$ cat config.mk
export PLATFORM = sky130hd
export DESIGN_NAME = uart_rx_fifo_param
export DESIGN_NICKNAME = d
export VERILOG_FILES = /design/src/rtl/uart_rx_fifo_param.sv
export SDC_FILE = /design/constraint.sdc
export NUM_CORES = 1
export LEC_CHECK = 0
export ABC_AREA = 1
export CORE_MARGIN = 3
export CORE_UTILIZATION = 45
export DETAILED_ROUTE_END_ITERATION = 10
export GPL_TIMING_DRIVEN = 0
export HOLD_SLACK_MARGIN = 0.02
export PLACE_DENSITY = 0.74
export SLEW_MARGIN = 25
export SYNTH_ARGS = -nofsm -noshare
export SYNTH_HDL_FRONTEND = slang
export SYNTH_SLANG_ARGS = --single-unit
$ cat constraint.sdc
create_clock -name Clk -period 2.62 [get_ports Clk]
set_clock_uncertainty 0.1 [all_clocks]
set_input_delay 0.393 -clock Clk [delete_from_list [all_inputs] [get_ports Clk]]
set_output_delay 0.393 -clock Clk [all_outputs]
set_load 0.1 [all_outputs]
$ cat src/rtl/uart_rx_fifo_param.sv
// uart_rx_fifo_param: oversampling UART receiver that
// stores {error, data} entries in a show-ahead FIFO.
module uart_rx_fifo_param #(
  parameter int SYSCLK_RATE = 100000000,
  parameter int BAUD_RATE   = 9600,
  parameter int OVERSAMPLE  = 16,
  parameter int DATA_BITS   = 8,
  parameter int STOP_BITS   = 2,
  parameter int LSB_FIRST   = 0,
  parameter int FIFO_WIDTH  = 4
) (
  input  logic                 Clk,
  input  logic                 Rst,
  input  logic                 Rx,
  input  logic [1:0]           Parity_Mode,
  input  logic                 Pop_Data,
  output logic [DATA_BITS-1:0] Data_Out,
  output logic [2:0]           Rx_Error,
  output logic                 Data_Rdy,
  output logic                 FIFO_Empty,
  output logic                 FIFO_Full,
  output logic                 FIFO_Overflow,
  output logic                 RTS
);

  localparam int DIV_RAW = SYSCLK_RATE / (BAUD_RATE * OVERSAMPLE);
  localparam int DIV     = (DIV_RAW < 1) ? 1 : DIV_RAW;
  localparam int DVW     = (DIV > 1) ? $clog2(DIV) : 1;
  localparam int OSW     = $clog2(OVERSAMPLE);
  localparam int BCW     = $clog2(DATA_BITS);
  localparam int DEPTH   = 1 << FIFO_WIDTH;
  localparam int EW      = DATA_BITS + 3;

  localparam logic [DVW-1:0] DIV_LAST = DVW'(DIV - 1);
  localparam logic [OSW-1:0] OS_START = OSW'(OVERSAMPLE / 2 - 2);
  localparam logic [OSW-1:0] OS_BIT   = OSW'(OVERSAMPLE - 1);
  localparam logic [BCW-1:0] DB_LAST  = BCW'(DATA_BITS - 1);
  localparam logic [BCW-1:0] SB_LAST  = BCW'(STOP_BITS - 1);
  localparam logic [FIFO_WIDTH:0] CNT_MAX = (FIFO_WIDTH+1)'(DEPTH);
  localparam logic [FIFO_WIDTH:0] CNT_HI  = (FIFO_WIDTH+1)'(DEPTH/2 + 1);

  typedef enum logic [2:0] {
    S_IDLE, S_START, S_DATA, S_PAR, S_STOP, S_PUSH
  } state_e;

  state_e state_q, state_d;

  logic                 rx1_q, rx2_q;
  logic [DVW-1:0]       div_q, div_d;
  logic [OSW-1:0]       os_q, os_d;
  logic [BCW-1:0]       bit_q, bit_d;
  logic [DATA_BITS-1:0] data_q, data_d;
  logic [1:0]           pmode_q, pmode_d;
  logic                 perr_q, perr_d;
  logic                 ferr_q, ferr_d;
  logic                 zero_q, zero_d;

  logic tick, detect, samp, push, par_en;

  logic [EW-1:0]         mem_q [DEPTH];
  logic [FIFO_WIDTH-1:0] wr_q, wr_d, rd_q, rd_d;
  logic [FIFO_WIDTH:0]   cnt_q, cnt_d;
  logic                  ovf_q, ovf_d;
  logic [EW-1:0]         hold_q, hold_d, head;
  logic [2:0]            err_w;
  logic                  do_pop, do_wr;

  assign tick   = (div_q == DIV_LAST);
  assign par_en = pmode_q[0] ^ pmode_q[1];

  always_ff @(posedge Clk) begin
    if (Rst) state_q <= S_IDLE;
    else     state_q <= state_d;
  end

  always_comb begin
    state_d = state_q;
    unique case (state_q)
      S_IDLE:  if (detect) state_d = S_START;
      S_START: if (samp) state_d = rx2_q ? S_IDLE : S_DATA;
      S_DATA:
        if (samp && bit_q == DB_LAST)
          state_d = par_en ? S_PAR : S_STOP;
      S_PAR:   if (samp) state_d = S_STOP;
      S_STOP:  if (samp && bit_q == SB_LAST) state_d = S_PUSH;
      S_PUSH:  state_d = S_IDLE;
      default: state_d = S_IDLE;
    endcase
  end

  always_comb begin
    detect = 1'b0;
    samp   = 1'b0;
    push   = 1'b0;
    unique case (state_q)
      S_IDLE:  detect = tick & ~rx2_q;
      S_START: samp = tick & (os_q == OS_START);
      S_DATA,
      S_PAR,
      S_STOP:  samp = tick & (os_q == OS_BIT);
      S_PUSH:  push = 1'b1;
      default: ;
    endcase
  end

  // Detect only fires on a tick, so the divider is already back at 0.
  always_comb begin
    div_d   = tick ? '0 : div_q + 1'b1;
    os_d    = os_q;
    bit_d   = bit_q;
    data_d  = data_q;
    pmode_d = pmode_q;
    perr_d  = perr_q;
    ferr_d  = ferr_q;
    zero_d  = zero_q;
    if (detect) begin
      os_d    = '0;
      bit_d   = '0;
      pmode_d = Parity_Mode;
      perr_d  = 1'b0;
      ferr_d  = 1'b0;
      zero_d  = 1'b1;
    end else if (samp) begin
      os_d   = '0;
      zero_d = zero_q & ~rx2_q;
      if (state_q == S_DATA) begin
        bit_d  = (bit_q == DB_LAST) ? '0 : bit_q + 1'b1;
        data_d = (LSB_FIRST != 0)
               ? {rx2_q, data_q[DATA_BITS-1:1]}
               : {data_q[DATA_BITS-2:0], rx2_q};
      end
      if (state_q == S_PAR)
        perr_d = rx2_q ^ (^data_q) ^ pmode_q[1];
      if (state_q == S_STOP) begin
        bit_d = bit_q + 1'b1;
        if (!rx2_q) ferr_d = 1'b1;
      end
    end else if (tick && state_q != S_IDLE) begin
      os_d = os_q + 1'b1;
    end
  end

  assign err_w  = zero_q ? 3'b001 : {ferr_q, perr_q, 1'b0};
  assign do_pop = Pop_Data & (cnt_q != '0);
  assign do_wr  = push & ((cnt_q != CNT_MAX) | do_pop);

  always_comb begin
    wr_d   = do_wr ? wr_q + 1'b1 : wr_q;
    rd_d   = do_pop ? rd_q + 1'b1 : rd_q;
    hold_d = do_pop ? mem_q[rd_q] : hold_q;
    ovf_d  = ovf_q | (push & ~do_wr);
    cnt_d  = cnt_q;
    if (do_wr && !do_pop)      cnt_d = cnt_q + 1'b1;
    else if (do_pop && !do_wr) cnt_d = cnt_q - 1'b1;
  end

  always_ff @(posedge Clk) begin
    if (Rst) begin
      rx1_q   <= 1'b1;
      rx2_q   <= 1'b1;
      div_q   <= '0;
      os_q    <= '0;
      bit_q   <= '0;
      data_q  <= '0;
      pmode_q <= '0;
      perr_q  <= 1'b0;
      ferr_q  <= 1'b0;
      zero_q  <= 1'b0;
      wr_q    <= '0;
      rd_q    <= '0;
      cnt_q   <= '0;
      ovf_q   <= 1'b0;
      hold_q  <= '0;
    end else begin
      rx1_q   <= Rx;
      rx2_q   <= rx1_q;
      div_q   <= div_d;
      os_q    <= os_d;
      bit_q   <= bit_d;
      data_q  <= data_d;
      pmode_q <= pmode_d;
      perr_q  <= perr_d;
      ferr_q  <= ferr_d;
      zero_q  <= zero_d;
      wr_q    <= wr_d;
      rd_q    <= rd_d;
      cnt_q   <= cnt_d;
      ovf_q   <= ovf_d;
      hold_q  <= hold_d;
    end
  end

  always_ff @(posedge Clk) begin
    if (!Rst && do_wr) mem_q[wr_q] <= {err_w, data_q};
  end

  // An empty FIFO keeps presenting the last entry popped.
  assign head          = FIFO_Empty ? hold_q : mem_q[rd_q];
  assign {Rx_Error, Data_Out} = head;
  assign FIFO_Empty    = (cnt_q == '0);
  assign Data_Rdy      = ~FIFO_Empty;
  assign FIFO_Full     = (cnt_q >= CNT_HI);
  assign RTS           = ~FIFO_Full;
  assign FIFO_Overflow = ovf_q;

endmodule

---- Word level (Yosys, flattened, before mapping) ----
Memories as Yosys holds them, arrays and structs flattened. A register that Yosys moved wholly into a read port is not among the register bits.
Cells that the tools add are included.
word-level totals
  word-level logic and storage cells ...... 108
  memories kept ........................... 1
  memory bits (writable) .................. 176
  register bits ........................... 60
memory list
  name   words  width  rd ports  clocked after Yosys merged registers in  write ports  line  source
  mem_q  16     11     1         1                                        1            60    logic [EW-1:0] mem_q [DEPTH];
cells by class
  $lt $le $gt $ge ......................... 1
  add/sub/neg operators ................... 7
  eq/ne operators ......................... 16
  reduce and logical (&&, ||, !) cells .... 26
  bitwise logic cells ..................... 17
  mux-type cells .......................... 24
operators by type and width
  operator                                                                             number
  3-bit two-way mux                                                                    10
  3-bit case mux with 5 select lines                                                   1
  4-bit by 1-bit adder with 4-bit output, second input constant                        3
  11-bit two-way mux                                                                   1
  10-bit by 1-bit adder with 10-bit output, second input constant                      1
  10-bit equality test, second input constant                                          1
  5-bit two-way mux                                                                    2
  2-bit != test, second input constant                                                 5
  3-bit equality test, second input constant                                           3
  4-bit two-way mux                                                                    2
  8-bit XOR reduction                                                                  1
  1-bit AND                                                                            7
  3-bit by 1-bit equality test with 1-bit output, second input constant                2
  3-bit by 2-bit equality test with 1-bit output, second input constant                2
  1-bit logical AND                                                                    6
  1-bit two-way mux                                                                    6
  3-bit AND reduction                                                                  2
  2-bit nonzero test                                                                   3
  3-bit OR reduction                                                                   2
  5-bit by 1-bit adder with 5-bit output, second input constant                        1
  5-bit by 4-bit greater-or-equal comparator with 1-bit output, second input constant  1
  5-bit zero test                                                                      1
  5-bit != test, second input constant                                                 1
  1-bit inverter                                                                       5
  15 further kinds                                                                     22

---- Logic depth before layout (Yosys ltp) ----
Gate-level depths: netlist of the first run.
  depth after elaboration ................. 8
  gate-level depth with buffers ........... 18
  gate-level depth less buffers ........... 18

---- Least setup slack after synthesis of the first run ----
Ideal clock, no wire load.
  path kind ............................... register to output
  start ................................... reg cnt_q[0]
  end ..................................... out Data_Out[2]
  slack ................................... -1.571 ns
  arrival ................................. 3.698 ns
  required time ........................... 2.127 ns
  cell stages (with the launch flop) ...... 7
  path through ............................ dfxtp_1 -> nor2_1 -> nand2_1 -> nor2_1 -> nand2_1 -> clkbuf_1 -> o21ai_0
between the ends
  longest elaborated chain between the ends .. 2
ends and longest elaborated chain
  what                    line  source
  start, declared         62    logic [FIFO_WIDTH:0] cnt_q, cnt_d;
  start signal, assigned  187   cnt_q <= cnt_d;
  5-bit zero test         200   assign FIFO_Empty = (cnt_q == '0);
  11-bit two-way mux      198   assign head = FIFO_Empty ? hold_q : mem_q[rd_q];
  end, declared           17    output logic [DATA_BITS-1:0] Data_Out,
No other way between the ends.

==> results.ini, run 1 <==
[run_status]
outcome=finished with violations
failed_checks=setup timing

[power]
pwr_density_cell_nw_per_um2=1090
p_total_mw=14.0
ir_worst_vdd_v=0.000950
leakagePower_nw=4.68

[cts]
cts_buffer_depth=3
hold_buffers=0
root_buffer=clkbuf_16
clk_pin_slew_worst_paths_ns=0.06
clock-sinks=240
clock_latency_ns=0.54
cts_buffers=25
htreeDepth=1
cts_tree=yes

[layout]
area_growth_syn_to_layout_pct=27.3
utilization_pct=58.6
final_cell_mix=edfxtp_1, nor2_1, o21ai_0
fill_cells=1632
diodes=0
layout-drive-gt1-share_pct=27.2
stdcell_area_um2=12800
final_common_cell=edfxtp_1
layout.nets=1036

[synthesis]
yosys_warnings=0
synthDominantCellAreaShare_pct=52.5
syn-num-nets=950
synth_edf_count=176
avgSynthCellArea_um2=10.9
yosys-top-cells-area=edfxtp_1, dfxtp_1, o21ai_0
ys_types=47
synthFlopType=edfxtp_1
async_reset_ff_share_pct=0
synth_cells=928
ys_seq_area_share_pct=65.2
synth_seq_cells=240
synth_area_um2=10100
synth_top_cell_by_area=edfxtp_1

[worst_setup_path]
cp.required_ns=2.13
crit_fanout=8
r2r-end=cnt_q[4]$_SDFFE_PP0P_
critPathArrivalTime_ns=2.51
r2r_cells=18
startpoint_type=register
cp-end-kind=output pin
rrSetupSlack_ns=0.03
crit_end=Data_Out[1]
critPathKind=register to output pin
reg2reg_from=cnt_q[0]$_SDFFE_PP0P_

[grt]
overflow=0
grt_pass1_vias=7492
grt_max_degree=20
antenna_found_initial=0
grt_pass1_wl_um=41000
grt_usage_pct=21.7

[timing]
period_minus_slack_ns=3.01
fmax_mhz=333
finalCritPeriodShare_pct=115
rsz0062_at_grt=true
worst_pin_slew_ns=0.990
setup_viol=11
hold_violations=0
worst_slack_ns=-0.386
drv_slew=0
maxSlewHeadroom_pct=33.8

[flow_run]
drv_cap=0

[placement]
pre_cts_ws_ns=-1.17
dp_hpwl_um=16200
numPortBuffers=20
dpl_cell_area_um2=10700
gp_congestion=0.879

[floorplan]
io-pin-count=22
die_width_um=156
die-area_um2=24200
core_um2=21900
rows=54
die_h_um=156
initial_core_util_pct=46.0

[route]
drc_errors=0
dr.pass1.iters=5
antenna_left=0
drt_iter0_drc=876
wl_per_cell_um=21.1
routed_wl_um=27700
num_vias=7655
vias_per_cell=5.83

[hold_path]
hold_path.class=input port to register

area by class of cell:
| class | count | area [um^2] | share of cell area [%] |
|---|---|---|---|
| flip-flops and latches | 240 | 6580 | 51.3 |
| plain buffers | 42 | 534 | 4.17 |
| well taps | 280 | 350 | 2.73 |
| clock inverters | 11 | 72.6 | 0.566 |
| repair buffers | 60 | 693 | 5.40 |
| inverters | 80 | 342 | 2.66 |
| multi-input cells | 565 | 3550 | 27.7 |
| clock buffers | 34 | 706 | 5.50 |
sequential cells by signal (all words and copies together) (netlist names), 4 cells and up, named ones only:
| name | count |
|---|---|
| wr_q | 4 |
| cnt_q | 5 |
| rd_q | 4 |
| mem_q | 176 |
| os_q | 4 |
| div_q | 10 |
| hold_q | 11 |
| data_q | 8 |
per-layer routing:
layer	GRT usage [%]	up-vias	part of all wire (%)
met1	26.6	3677	38
met2	37.2	436	49
met4	9.80	0	5.0
li1	-	3448	-
met3	4.22	94	8.4
met5	0	-	0
where the power goes:
group          switching, mW  total [mW]  internal, mW
clock network           1.46        3.35          1.90
logic                   4.06        6.36          2.30
registers              0.111        4.29          4.18
metrics by stage:
stage	instances	TNS, ns	hold slack [ns]
final	1312	-2.42	0.309
after global routing	1312	-3.18	0.312
after CTS	1293	-1.63	0.282
after detailed placement	1228	-25.90	0.302
after global placement	1228	-54.59	0.299
after floorplan	928	-0.679	0.289
critical path: stages, from the launching register on:
cell,delay (ns)
dfxtp_2,0.33
buf_12,0.15
inv_12,0.09
buf_12,0.11
buf_8,0.12
nor2_2,0.04
nor2_2,0.14
o21ai_2,0.10
o211ai_1,0.15
o211ai_1,0.18
nand2_1,0.17
nand2_1,0.09
o21ai_2,0.09
buf_12,0.20
synth_stat cells (8+ instances only):
master / n
a21oi_1: 36
clkbuf_1: 33
dfxtp_1: 64
edfxtp_1: 176
ha_1: 15
inv_1: 73
nand2_1: 68
nand3_1: 27
nor2_1: 169
o211ai_1: 9
o21ai_0: 128
o221ai_1: 35
o22ai_1: 8
xnor2_1: 9
cell families after synthesis:
kind of cell	synth area share, %
and+or+nand+nor	13.3
adders and majority gates	2.06
xor gates and xnor gates	1.13
buffers and inverters	4.84
DFF	65.2
AOI/OAI and AO/OA	13.5
repair_timing:
item                                    4_1_cts  5_1_grt
resized for setup                           309       57
buffers inserted                             16       19
pin swaps                                    46       42
cloned                                        5        1
endpoints found under the setup margin       63       17
worst min path at each step:
stage                     start                 endpoint  cells past startpoint  slack, ns
3_5_place_dp   rx1_q$_SDFF_PP1_         rx2_q$_SDFF_PP1_                      1       0.30
3_3_place_gp   rx1_q$_SDFF_PP1_         rx2_q$_SDFF_PP1_                      1       0.30
5_1_grt                     Rst  hold_q[10]$_SDFFE_PP0N_                      4       0.31
2_1_floorplan  rx1_q$_SDFF_PP1_         rx2_q$_SDFF_PP1_                      1       0.29
6_report                    Rst  hold_q[10]$_SDFFE_PP0N_                      4       0.31
4_1_cts                     Rst  hold_q[10]$_SDFFE_PP0N_                      4       0.28
No activity file was read; power rests on OpenSTA's default activity.
==> run 2: changes to the inputs <==
- CORE_ASPECT_RATIO: not set -> 1.2
- DONT_BUFFER_PORTS: not set -> 1
- PLACE_DENSITY: 0.74 -> 0.73
==> run 2 against run 1 <==
Clock-buffer cell count is 5 lower. Hold slack worse by 0.16 ns. Non-clock buffer count down 35. Worst setup slack better by 0.11 ns. Clock power down 2%. Sequential cell count unchanged. Sequential share of layout area up 3.6 points. Utilization fell by 3.7 points. Cell area shrank 6.5%. Critical path depth down 4. Largest power group unchanged. The flow still finishes with violations (setup timing).
==> results.ini, run 2 (synthesis results as in run 1) <==
[run_status]
outcome=finished with violations  ; unchanged
failed_checks=setup timing  ; unchanged

[cts]
htreeDepth=1  ; unchanged
cts_buffer_depth=3  ; unchanged
root_buffer=clkbuf_16  ; unchanged
clk_pin_slew_worst_paths_ns=0.06  ; about the same
cts_tree=yes  ; unchanged
cts_buffers=23  ; was 25
clock_latency_ns=0.52  ; was 0.54 ns
clock-sinks=240  ; unchanged

[layout]
final_cell_mix=edfxtp_1, nor2_1, o21ai_0  ; unchanged
layout.nets=999  ; was 1036
utilization_pct=54.9  ; was 58.6%
largest_register_ffs=176  ; unchanged
stdcell_area_um2=12000  ; was 12800 um^2
final_common_cell=edfxtp_1  ; unchanged
diodes=0  ; unchanged
largest-register=mem_q  ; unchanged
area_growth_syn_to_layout_pct=19.0  ; was 27.3%
layout-drive-gt1-share_pct=21.2  ; was 27.2%
reg.largest.list=mem_q: 176 flops, hold_q: 11 flops, div_q: 10 flops  ; unchanged

[route]
met2_length_um=13500  ; about the same
antenna_left=0  ; unchanged
routed_wl_um=26300  ; was 27700 um
drc_errors=0  ; unchanged
top_layer_used=met4  ; unchanged
drt_iter0_drc=724  ; was 876
vias_per_cell=5.82  ; was 5.83
dr.pass1.iters=5  ; unchanged
num_vias=7378  ; was 7655
routed-wl-met3_um=2190  ; was 2340 um
wl_per_cell_um=20.8  ; was 21.1 um
drt-met1-wl_um=9790  ; was 10500 um

[power]
swShare_pct=41.1  ; was 40.2%
p_comb_share_pct=39.8  ; was 45.4%
leakagePower_nw=4.32  ; was 4.68 nW
p_int_mw=7.39  ; was 8.38 mW
p_seq_share_pct=34.2  ; was 30.6%
ir_worst_vdd_v=0.000881  ; was 0.000950 V
p_total_mw=12.6  ; was 14.0 mW
switching_power_mw=5.16  ; was 5.62 mW
power_frac_clock_pct=26.1  ; was 24.0%
pwr_density_cell_nw_per_um2=1050  ; was 1090 nW/um^2

[floorplan]
die_h_um=170  ; was 156 um
initial_core_util_pct=46.1  ; was 46.0%
die-area_um2=24200  ; about the same
rows=59  ; was 54
core_um2=21900  ; about the same
io-pin-count=22  ; unchanged
die_width_um=143  ; was 156 um

[worst_setup_path]
crit_end=Data_Out[0]  ; was Data_Out[1]
critPathArrivalTime_ns=2.41  ; was 2.51 ns
crit_fanout=10  ; was 8
rrSetupSlack_ns=0.09  ; was 0.03 ns
r2r-end=mem_q[7][7]$_DFFE_PP_  ; was cnt_q[4]$_SDFFE_PP0P_
cp-end-kind=output pin  ; unchanged
critPathKind=register to output pin  ; unchanged
reg2reg_from=state_q[2]$_SDFFE_PP0P_  ; was cnt_q[0]$_SDFFE_PP0P_
cp.required_ns=2.13  ; about the same
r2r_cells=8  ; was 18
startpoint_type=register  ; unchanged

[timing]
maxSlewHeadroom_pct=33.0  ; was 33.8%
worst_pin_slew_ns=1.00  ; was 0.990 ns
worst_slack_ns=-0.281  ; was -0.386 ns
hold_violations=0  ; unchanged
period_minus_slack_ns=2.90  ; was 3.01 ns
setup_viol=12  ; was 11
finalCritPeriodShare_pct=111  ; was 115%
rsz0062_at_grt=true  ; unchanged
holdWs_ns=0.145  ; was 0.309 ns
fmax_mhz=345  ; was 333 MHz
drv_slew=0  ; unchanged

[grt]
grt_pass1_wl_um=39900  ; was 41000 um
grt_max_degree=20  ; unchanged
grt_usage_pct=21.1  ; was 21.7%
overflow=0  ; unchanged
antenna_found_initial=0  ; unchanged
grt_pass1_vias=7248  ; was 7492

[placement]
numPortBuffers=0  ; was 20
dpl_cell_area_um2=10600  ; was 10700 um^2
dp_hpwl_um=16200  ; about the same
gp_congestion=0.895  ; was 0.879

[hold_path]
hold_path.class=input port to register  ; unchanged

[flow_run]
drv_cap=0  ; unchanged

run 2: power by group through the flow:
stage          clock network, mW  logic [mW]  registers, mW
5_1_grt                     3.45        5.27           4.30
2_1_floorplan                  0        3.30           4.32
3_5_place_dp                   0        4.07           4.35
3_3_place_gp                   0        3.97           4.33
4_1_cts                     3.27        4.62           4.28
6_report                    3.27        5.00           4.29
run 2: stage by stage:
step                setup TNS [ns]  worst slack (ns)  cells
floorplan                   -0.679            -0.205    928
global placement            -45.68            -0.773   1202
detailed placement          -19.30            -0.557   1202
CTS                          -3.15            -0.294   1256
global route                 -3.56            -0.318   1267
finish                       -2.64            -0.281   1267
run 2: area by class of cell:
class                      count  area, um^2
fill                        1730        9860
timing repair buffer          25         229
buffer                        42         357
inverter                      80         330
tap                          274         343
sequential                   240        6580
multi-input combinational    565        3430
clock buffer                  29         619
clock inverter                12         111
run 2: critical path, cell delays in order (launching register included):
cell and delay [ns]:
dfxtp_2 0.32, buf_6 0.14, clkinvlp_4 0.20, buf_6 0.21
o21ai_0 0.08, o22ai_1 0.11, o211ai_1 0.31, nand2_1 0.20
nand2_2 0.12, o21ai_4 0.20
run 2: what timing repair did:
| action | 4_1_cts | 5_1_grt |
|---|---|---|
| hold endpoints to repair | 4 | 0 |
| endpoints found under the setup margin | 49 | 14 |
| hold buffers | 4 | 0 |
| pin swaps | 17 | 39 |
| gates resized for setup | 107 | 74 |
| buffers inserted | 9 | 11 |
| gates cloned | 1 | 0 |
run 2: per-layer routing:
metal	vias to the layer above	global-route usage, %
met1	3554	26.0
met3	77	3.20
met5	-	0
met4	0	8.72
met2	367	37.0
li1	3380	-
run 2: worst min-delay path by stage:
stage / from / to / slack [ns] / cells after the start
3_3_place_gp: rx1_q$_SDFF_PP1_ / rx2_q$_SDFF_PP1_ / 0.30 / 1
5_1_grt: Pop_Data / FIFO_Overflow$_SDFF_PP0_ / 0.16 / 4
3_5_place_dp: rx1_q$_SDFF_PP1_ / rx2_q$_SDFF_PP1_ / 0.30 / 1
4_1_cts: Pop_Data / FIFO_Overflow$_SDFF_PP0_ / 0.13 / 4
2_1_floorplan: rx1_q$_SDFF_PP1_ / rx2_q$_SDFF_PP1_ / 0.29 / 1
6_report: Pop_Data / FIFO_Overflow$_SDFF_PP0_ / 0.15 / 4
